===== src/rtl/dmem_arb_pkg.sv =====
// Shared types and constants for the data-memory arbiter.
package dmem_arb_pkg;

  typedef enum logic {
    IDLE = 1'b0,
    WAIT = 1'b1
  } state_t;

  // Read data returned with rsp_err when a read response never arrives.
  localparam logic [31:0] ERR_RDATA = 32'h0BAD_0BAD;

  localparam logic PORT_CORE = 1'b0;
  localparam logic PORT_DBG  = 1'b1;

endpackage


===== src/rtl/dmem_arbiter_rr_arb2.sv =====
// Two-way requester picker: round-robin on ties, or port 0 always wins.
module rr_arb2
  import dmem_arb_pkg::*;
(
  input  logic [1:0] valid,
  input  logic       last,
  input  logic       fixed_prio,
  output logic       sel
);

  // A single valid port always wins; a tie goes to port 0 or to the port not served last.
  always_comb begin
    sel = PORT_CORE;
    case (valid)
      2'b01:   sel = PORT_CORE;
      2'b10:   sel = PORT_DBG;
      2'b11:   sel = fixed_prio ? PORT_CORE : ~last;
      default: sel = PORT_CORE;
    endcase
  end

endmodule


===== src/rtl/dmem_arbiter.sv =====
// Shares the single dmem port between the core LSU (port 0) and the
// debug/loader (port 1). One read outstanding, with a response timeout.
//
//   state | meaning
//   ------+-------------------------------------------------------------
//   IDLE  | arbitrate and present the selected request to memory
//   WAIT  | read issued; waiting for mem_rvalid or the timeout
module dmem_arbiter
  import dmem_arb_pkg::*;
#(
  parameter int ADDR_W     = 32,
  parameter int DATA_W     = 32,
  parameter int FIXED_PRIO = 0,
  parameter int TIMEOUT    = 16
) (
  input  logic                   clk,
  input  logic                   rst,
  input  logic [1:0]             req_valid,
  input  logic [1:0]             req_we,
  input  logic [1:0][ADDR_W-1:0] req_addr,
  input  logic [1:0][DATA_W-1:0] req_wdata,
  output logic [1:0]             req_ready,
  output logic [1:0]             rsp_valid,
  output logic [DATA_W-1:0]      rsp_rdata,
  output logic                   rsp_err,
  output logic                   core_stall,
  output logic                   mem_req,
  output logic                   mem_we,
  output logic [ADDR_W-1:0]      mem_addr,
  output logic [DATA_W-1:0]      mem_wdata,
  input  logic                   mem_gnt,
  input  logic                   mem_rvalid,
  input  logic [DATA_W-1:0]      mem_rdata
);

  localparam int TCNT_W = (TIMEOUT > 1) ? $clog2(TIMEOUT) : 1;

  state_t              state_q, state_d;
  logic                owner_q, owner_d;
  logic                last_q, last_d;
  logic                lock_q, lock_d;
  logic [TCNT_W-1:0]   tcnt_q, tcnt_d;
  logic                rst_q;
  logic                active;
  logic                pick;
  logic                sel;

  // Outputs stay quiet during reset and the first cycle after it.
  assign active = ~(rst | rst_q);

  rr_arb2 u_pick (
    .valid      (req_valid),
    .last       (last_q),
    .fixed_prio (FIXED_PRIO != 0),
    .sel        (pick)
  );

  // A request stalled by mem_gnt=0 keeps its port until accepted.
  assign sel = lock_q ? owner_q : pick;

  // State, arbitration history and timeout counter.
  always_ff @(posedge clk) begin
    if (rst) begin
      state_q <= IDLE;
      owner_q <= PORT_CORE;
      last_q  <= PORT_DBG;
      lock_q  <= 1'b0;
      tcnt_q  <= '0;
      rst_q   <= 1'b1;
    end else begin
      state_q <= state_d;
      owner_q <= owner_d;
      last_q  <= last_d;
      lock_q  <= lock_d;
      tcnt_q  <= tcnt_d;
      rst_q   <= 1'b0;
    end
  end

  // Next-state logic plus request muxing and response generation.
  always_comb begin
    state_d   = state_q;
    owner_d   = owner_q;
    last_d    = last_q;
    lock_d    = lock_q;
    tcnt_d    = tcnt_q;
    req_ready = '0;
    rsp_valid = '0;
    rsp_rdata = '0;
    rsp_err   = 1'b0;
    mem_req   = 1'b0;
    mem_we    = 1'b0;
    mem_addr  = '0;
    mem_wdata = '0;
    if (active) begin
      case (state_q)
        IDLE: begin
          if (req_valid[sel]) begin
            mem_req   = 1'b1;
            mem_we    = req_we[sel];
            mem_addr  = req_addr[sel];
            mem_wdata = req_wdata[sel];
            if (mem_gnt) begin
              req_ready[sel] = 1'b1;
              last_d         = sel;
              lock_d         = 1'b0;
              if (!req_we[sel]) begin
                owner_d = sel;
                tcnt_d  = '0;
                state_d = WAIT;
              end
            end else begin
              lock_d  = 1'b1;
              owner_d = sel;
            end
          end
        end
        WAIT: begin
          tcnt_d = tcnt_q + TCNT_W'(1);
          if (mem_rvalid) begin
            rsp_valid[owner_q] = 1'b1;
            rsp_rdata          = mem_rdata;
            state_d            = IDLE;
          end else if (tcnt_q == TCNT_W'(TIMEOUT - 1)) begin
            rsp_valid[owner_q] = 1'b1;
            rsp_rdata          = DATA_W'(ERR_RDATA);
            rsp_err            = 1'b1;
            state_d            = IDLE;
          end
        end
        default: state_d = IDLE;
      endcase
    end
  end

  assign core_stall = active & req_valid[PORT_CORE] & ~req_ready[PORT_CORE];

endmodule


===== config.mk =====
export PLATFORM = sky130hd
export DESIGN_NAME = dmem_arbiter
export DESIGN_NICKNAME = d
export VERILOG_FILES = /design/src/rtl/dmem_arb_pkg.sv /design/src/rtl/dmem_arbiter_rr_arb2.sv /design/src/rtl/dmem_arbiter.sv
export SDC_FILE = /design/constraint.sdc
export NUM_CORES = 1
export LEC_CHECK = 0
export ABC_AREA = 1
export CORE_AREA = 2 2 105 107
export CTS_CLUSTER_DIAMETER = 200
export DETAILED_ROUTE_END_ITERATION = 8
export DIE_AREA = 0 0 107 109
export HOLD_SLACK_MARGIN = 0.02
export PLACE_DENSITY = 0.64
export SLEW_MARGIN = 20
export SYNTH_ARGS = -nofsm -noshare
export SYNTH_HDL_FRONTEND = slang
export SYNTH_SLANG_ARGS = --single-unit
export TNS_END_PERCENT = 30

===== constraint.sdc =====
create_clock -name clk -period 3.51 [get_ports clk]
set_input_delay 0.702 -clock clk [delete_from_list [all_inputs] [get_ports clk]]
set_output_delay 0.702 -clock clk [all_outputs]
set_load 0.02 [all_outputs]

==> results.cfg, run 1 <==
[clock_tree]
clk_transition_reported_paths_ns = 0.05
root_buffer = clkbuf_8
clock-sinks = 9
hold_buffers = 0
cts_tree = yes
cts.path.max_buffers = 2
clk_latency_ns = 0.24
cts.htree.levels = 1
cts_made_buffers = 3

[detailed_routing]
drt-pass1-iter-count = 4
vias = 3348
drc = 0
wl_mm = 10.6
vias_per_cell = 4.30
drt_iter0_drc = 162
ant_nets = 0
wire_per_inst_microns = 13.6

[sta]
rsz0062_at_grt = yes
period_share_pct = 95.6
max_clock_freq_mhz = 298
maxSlewHeadroom_pct = 66.6
finClkSkew_ns = 0.00696
timing.final.hold_violations = 0
final_max_slew_viol_count = 0
fin_crit_ns = 3.36
tightest_slew_ns = 0.499
setup_violations = 0
tns_ns = 0

[synth]
synthesis.nets = 539
synth_top_cell_area_share_pct = 32.8
synthesis.area_sq_um = 1890
synth.distinct_cells = 23
syn_area_per_cell_sq_um = 5.10
yosys-top-cells-area = nand2_1, a21oi_2, nor2_1
synth_top_cell_by_area = nand2_1
seq_area_frac_synth_pct = 9.55
synth-seq-cells = 9
syn_inst = 370
ys_warn_count = 0

[power]
p_leak_nw = 2.76
power-per-cell-area_nw_per_um2 = 146
irDropWorstVdd_mv = 0.0842

[min_path]
hold_class = reg2reg

[layout]
drive_gt1_share_pct = 10.8
fin_nets = 809
antennaDiodeCount = 0
final_util_pct = 46.9
layout_common_cells = clkdlybuf4s50_1, nand2_1, nor2_1
syn_to_final_growth_pct = 163
mostFrequentLayoutCell = clkdlybuf4s50_1

[floorplanning]
ios = 272
fp-row-count = 38
dieHeight_microns = 109
core_area_sq_um = 10600
initial_core_util_pct = 17.8
die_w_microns = 107
die_area_sq_um = 11700

[setup_path]
path_class = in2out
cpPeakStageDelay_ns = 0.55
arrival_ns = 2.65
crit_fanout = 4
path_cells = clkdlybuf4s50_1 > nand2_1 > nand3_1 > buf_4 > nand2_2 > buf_4 > nor4_1 > nor2_1 > clkdlybuf4s50_1
end_kind = output pin
critPathSlowestCell = clkdlybuf4s50_1
crit_path_start_kind = primary input
crit_required_ns = 2.81

[status]
status = completed

[grt]
grt_pass1_vias = 3168
overflow = 0
grt_pass1_wl_mm = 15.2
grt_max_degree = 58
antenna_found_initial = 0
grtUsageTotal_pct = 16.0

[placement]
gp_congestion = 0.920
port_buffers = 271
hpwl_mm = 8.66

[run]
maxCapViolations = 0
per-stage QoR:
| step | setup slack [ns] | area [sq um] | hold slack (ns) | total power [mW] | std cells |
|---|---|---|---|---|---|
| 2_1_floorplan | 0.731 | 1890 | 0.429 | 0.311 | 370 |
| 5_1_grt | -0.00810 | 4970 | 0.514 | 0.772 | 779 |
| 4_1_cts | 0.000701 | 4860 | 0.465 | 0.739 | 779 |
| 3_5_place_dp | -0.0961 | 4840 | 0.451 | 0.617 | 775 |
| 6_report | 0.153 | 4970 | 0.475 | 0.726 | 779 |
| 3_3_place_gp | -0.0759 | 4840 | 0.447 | 0.612 | 775 |
power by group:
part           internal, mW  leakage [nW]  switching [mW]
sequential            0.106        0.0733         0.00269
combinational         0.274          2.66           0.220
clock                0.0794        0.0228          0.0442
registers in the layout (all words and copies together) (netlist names):
| register | count |
|---|---|
| owner_q | 1 |
| last_q | 1 |
| lock_q | 1 |
| rst_q | 1 |
| state_q | 1 |
| tcnt_q | 4 |
final cells by class:
class | instances | area (sq um)
Timing Repair Buffer | 290 | 3000
Inverter | 17 | 63.8
Fill cell | 1069 | 5630
Sequential cell | 9 | 180
Multi-Input combinational cell | 319 | 1500
Clock buffer | 4 | 45.0
Tap cell | 140 | 175
worst paths after layout:
path | from | slack (ns) | cells after the start | endpoint
worst max register to register | lock_q | 1.92 | 12 | owner_q
worst max-delay path | req_valid[0] | 0.15 | 9 | core_stall
worst min-delay path | last_q | 0.48 | 2 | last_q
worst min register to register | last_q | 0.48 | 2 | last_q
cell usage after synthesis, drive strengths merged:
| library cell | instances |
|---|---|
| dfxtp | 9 |
| nand3b | 1 |
| nor2 | 60 |
| nor4 | 1 |
| nand4 | 2 |
| or2 | 1 |
| clkinv | 1 |
| o21ai | 1 |
| nand2 | 165 |
| nand3 | 10 |
| a21oi | 71 |
| inv | 16 |
| and2 | 1 |
| nor3 | 5 |
| buf | 15 |
| ha | 1 |
| clkbuf | 10 |
critical path, delay by kind of cell:
kind / cells / cell delay (ns)
buf+inv: 4 / 1.38
simple gates: 5 / 0.57
per-layer routing:
layer	vias up	share of wire, %	wire (microns)	GRT usage [%]
li1	1704	-	-	-
met1	1480	37	3880	16.5
met2	143	52	5550	31.9
met3	21	8.6	914	4.06
met4	0	2.2	231	4.45
met5	-	0	0	0
logic make-up (layout without fill, tap and decap cells):
| family | count (synthesis) | after routing | share of synthesized area, % |
|---|---|---|---|
| fa+ha+maj | 1 | 1 | 0.663 |
| buf+inv | 42 | 311 | 10.9 |
| flops | 9 | 9 | 9.55 |
| compound gates | 72 | 72 | 27.1 |
| simple gates | 246 | 246 | 51.8 |
what timing repair did:
| item | CTS | global route |
|---|---|---|
| setup buffers | 0 | 0 |
| setup endpoints to repair | 22 | 46 |
| resized for setup | 22 | 45 |
| hold endpoints to repair | 0 | 0 |
Note: power is estimated with default switching activity, not from simulation.
==> inputs of run 2 (changes only) <==
Settings changed: CORE_AREA 2 2 105 107 to 2 2 106 108, DIE_AREA 0 0 107 109 to 0 0 108 110, GPL_ROUTABILITY_DRIVEN from default to 0, SYNTH_HIERARCHICAL from default to 1.
==> run 2 against run 1 <==
Effect of this change:
- clock power about the same
- critical path depth up 2
- sequential cell count unchanged
- core utilization down 0.70 points
- combinational power about the same
- register-to-register slack worse by 0.13 ns
- sequential share of layout area about the same
- largest power group unchanged
==> results.cfg, run 2 <==
[floorplanning]
die_area_sq_um = 11900
ios = 272
die_w_microns = 108
initial_core_util_pct = 18.8
core_area_sq_um = 10700
fp-row-count = 38
dieHeight_microns = 110

[layout]
mostFrequentLayoutCell = clkdlybuf4s50_1
multiInputGateArea_sq_um = 1610
syn_to_final_growth_pct = 146
register_area_sq_um = 180
drive_gt1_share_pct = 14.2
antennaDiodeCount = 0
final_cell_area_sq_um = 4940
regMostFlops = tcnt_q
fillers = 1129
final_cell_count_no_fill = 793
largest_register_ffs = 4
fin_nets = 823
layout_common_cells = clkdlybuf4s50_1, nand2_1, dlygate4sd2_1

[detailed_routing]
drt_iter0_drc = 146
wire_per_inst_microns = 12.9
drc = 0
vias_per_cell = 4.26
wl_mm = 10.2
drt-pass1-iter-count = 4
vias = 3380
ant_nets = 0

[setup_path]
crit_required_ns = 2.81
crit_fanout = 3
crit_path_start_kind = primary input
end_kind = output pin
path_class = in2out
arrival_ns = 2.72

[synth]
synth.most_common_cell = nand2_1
synthesis.nets = 554
syn_area_per_cell_sq_um = 5.22
synthFlopType = dfxtp_1
synth.distinct_cells = 26
synth_edf_count = 0
syn_inst = 385
synth_top_cell_area_share_pct = 32.5
ys_warn_count = 6
synthTopCellsByCount = nand2_1, nor2_1, a21oi_2, a21oi_1, buf_2
async_reset_ff_share_pct = 0
synth-seq-cells = 9
seq_area_frac_synth_pct = 8.97
synth_top_cell_by_area = nand2_1
synthesis.area_sq_um = 2010
yosys-top-cells-area = nand2_1, a21oi_2, nor2_1

[sta]
period_share_pct = 97.4
rsz0062_at_grt = no
finalWorstSetupSlack_ns = 0.0901
max_clock_freq_mhz = 292
finClkSkew_ns = 0.00120
fin_crit_ns = 3.42
setup_violations = 0
timing.final.hold_violations = 0
final_max_slew_viol_count = 0
fin_hold_ws_ns = 0.500
tns_ns = 0

[run]
maxCapViolations = 0

[placement]
port_buffers = 271
dpl_cell_area_sq_um = 4970
place_ws_ns = -0.118
placed_cells = 789
hpwl_mm = 8.34

[grt]
grtUsageTotal_pct = 15.3
grt_pass1_vias = 3173
overflow = 0
grt_max_degree = 39
grt_pass1_wl_mm = 15.0
antenna_found_initial = 0

[clock_tree]
root_buffer = clkbuf_8
clock-sinks = 9
cts_made_buffers = 3
clk_latency_ns = 0.24
clk_transition_reported_paths_ns = 0.05
cts.path.max_buffers = 2
cts_tree = yes
cts.htree.levels = 1
postCtsSetupRepairBufs = 0

[power]
netSwitchingFraction_pct = 37.5
net-switching-power_mw = 0.275
seqPwrFrac_pct = 15.0
pwr-share-clk_pct = 17.4
power-per-cell-area_nw_per_um2 = 148
p_comb_share_pct = 67.6
irDropWorstVdd_mv = 0.120
internal_power_mw = 0.458
p_leak_nw = 2.21

[status]
status = completed

[min_path]
hold_class = reg2reg
run 2: power by group through the flow:
| stage | Sequential [mW] | Clock (mW) | Combinational (mW) |
|---|---|---|---|
| after floorplan | 0.111 | 0 | 0.213 |
| final | 0.110 | 0.127 | 0.496 |
| after global routing | 0.111 | 0.135 | 0.540 |
| after global placement | 0.112 | 0 | 0.517 |
| after detailed placement | 0.112 | 0 | 0.521 |
| after CTS | 0.110 | 0.128 | 0.502 |
run 2: layout make-up:
type	count	area share, %
well taps	140	3.55
repair buffers	290	57.9
inverters	17	1.34
clock buffers	4	0.912
multi-input cells	333	32.6
flip-flops and latches	9	3.65
run 2: kinds of logic (layout without fill, tap and decap cells):
| logic type | Yosys count | after routing | synth area share (%) |
|---|---|---|---|
| adders and majority gates | 1 | 1 | 0.623 |
| and+or+nand+nor | 260 | 260 | 52.9 |
| other | 1 | 1 | 0.187 |
| AOI/OAI and AO/OA | 71 | 71 | 25.7 |
| DFF | 9 | 9 | 8.97 |
| buffers and inverters | 43 | 311 | 11.6 |
run 2: final timing paths:
kind              slack, ns  cells after the start    startpoint            to
setup / recovery       0.09                     11  req_valid[1]  req_ready[1]
hold / removal         0.50                      2        last_q        last_q
setup reg to reg       1.79                     14        last_q     tcnt_q[1]
hold reg to reg        0.50                      2        last_q        last_q
run 2: repair_timing:
action,4_1_cts,5_1_grt
setup endpoints to repair,66,3
gates resized for setup,66,1
gates cloned,0,0
hold buffers,0,0
run 2: worst max-delay path, cell delays in order:
cell	delay [ns]
clkdlybuf4s50_1	0.54
nand2_1	0.07
inv_1	0.05
nand2_1	0.04
nand2_1	0.09
inv_1	0.04
nand2_1	0.09
nand3_2	0.08
buf_4	0.14
nor2_1	0.21
clkdlybuf4s50_1	0.65
run 2: metrics by stage:
stage	util [%]	power, mW
CTS	46.1	0.740
global placement	46.5	0.629
floorplan	-	0.324
detailed placement	46.5	0.633
finish	46.2	0.733
global route	46.2	0.786
run 2: per-layer routing:
| metal | vias up | GRT usage [%] | wire (microns) |
|---|---|---|---|
| li1 | 1740 | - | - |
| met1 | 1461 | 16.9 | 3870 |
| met2 | 164 | 29.0 | 5080 |
| met3 | 15 | 3.88 | 1070 |
| met4 | 0 | 4.12 | 198 |
| met5 | - | 0 | 0 |
==> inputs of run 3 (changes only) <==
Settings changed: ABC_CLOCK_PERIOD_IN_PS from default to 3510, CTS_CLUSTER_SIZE from default to 14.
==> results of run 3 <==
Final layout, timing and power as in run 2 (identical DEF).
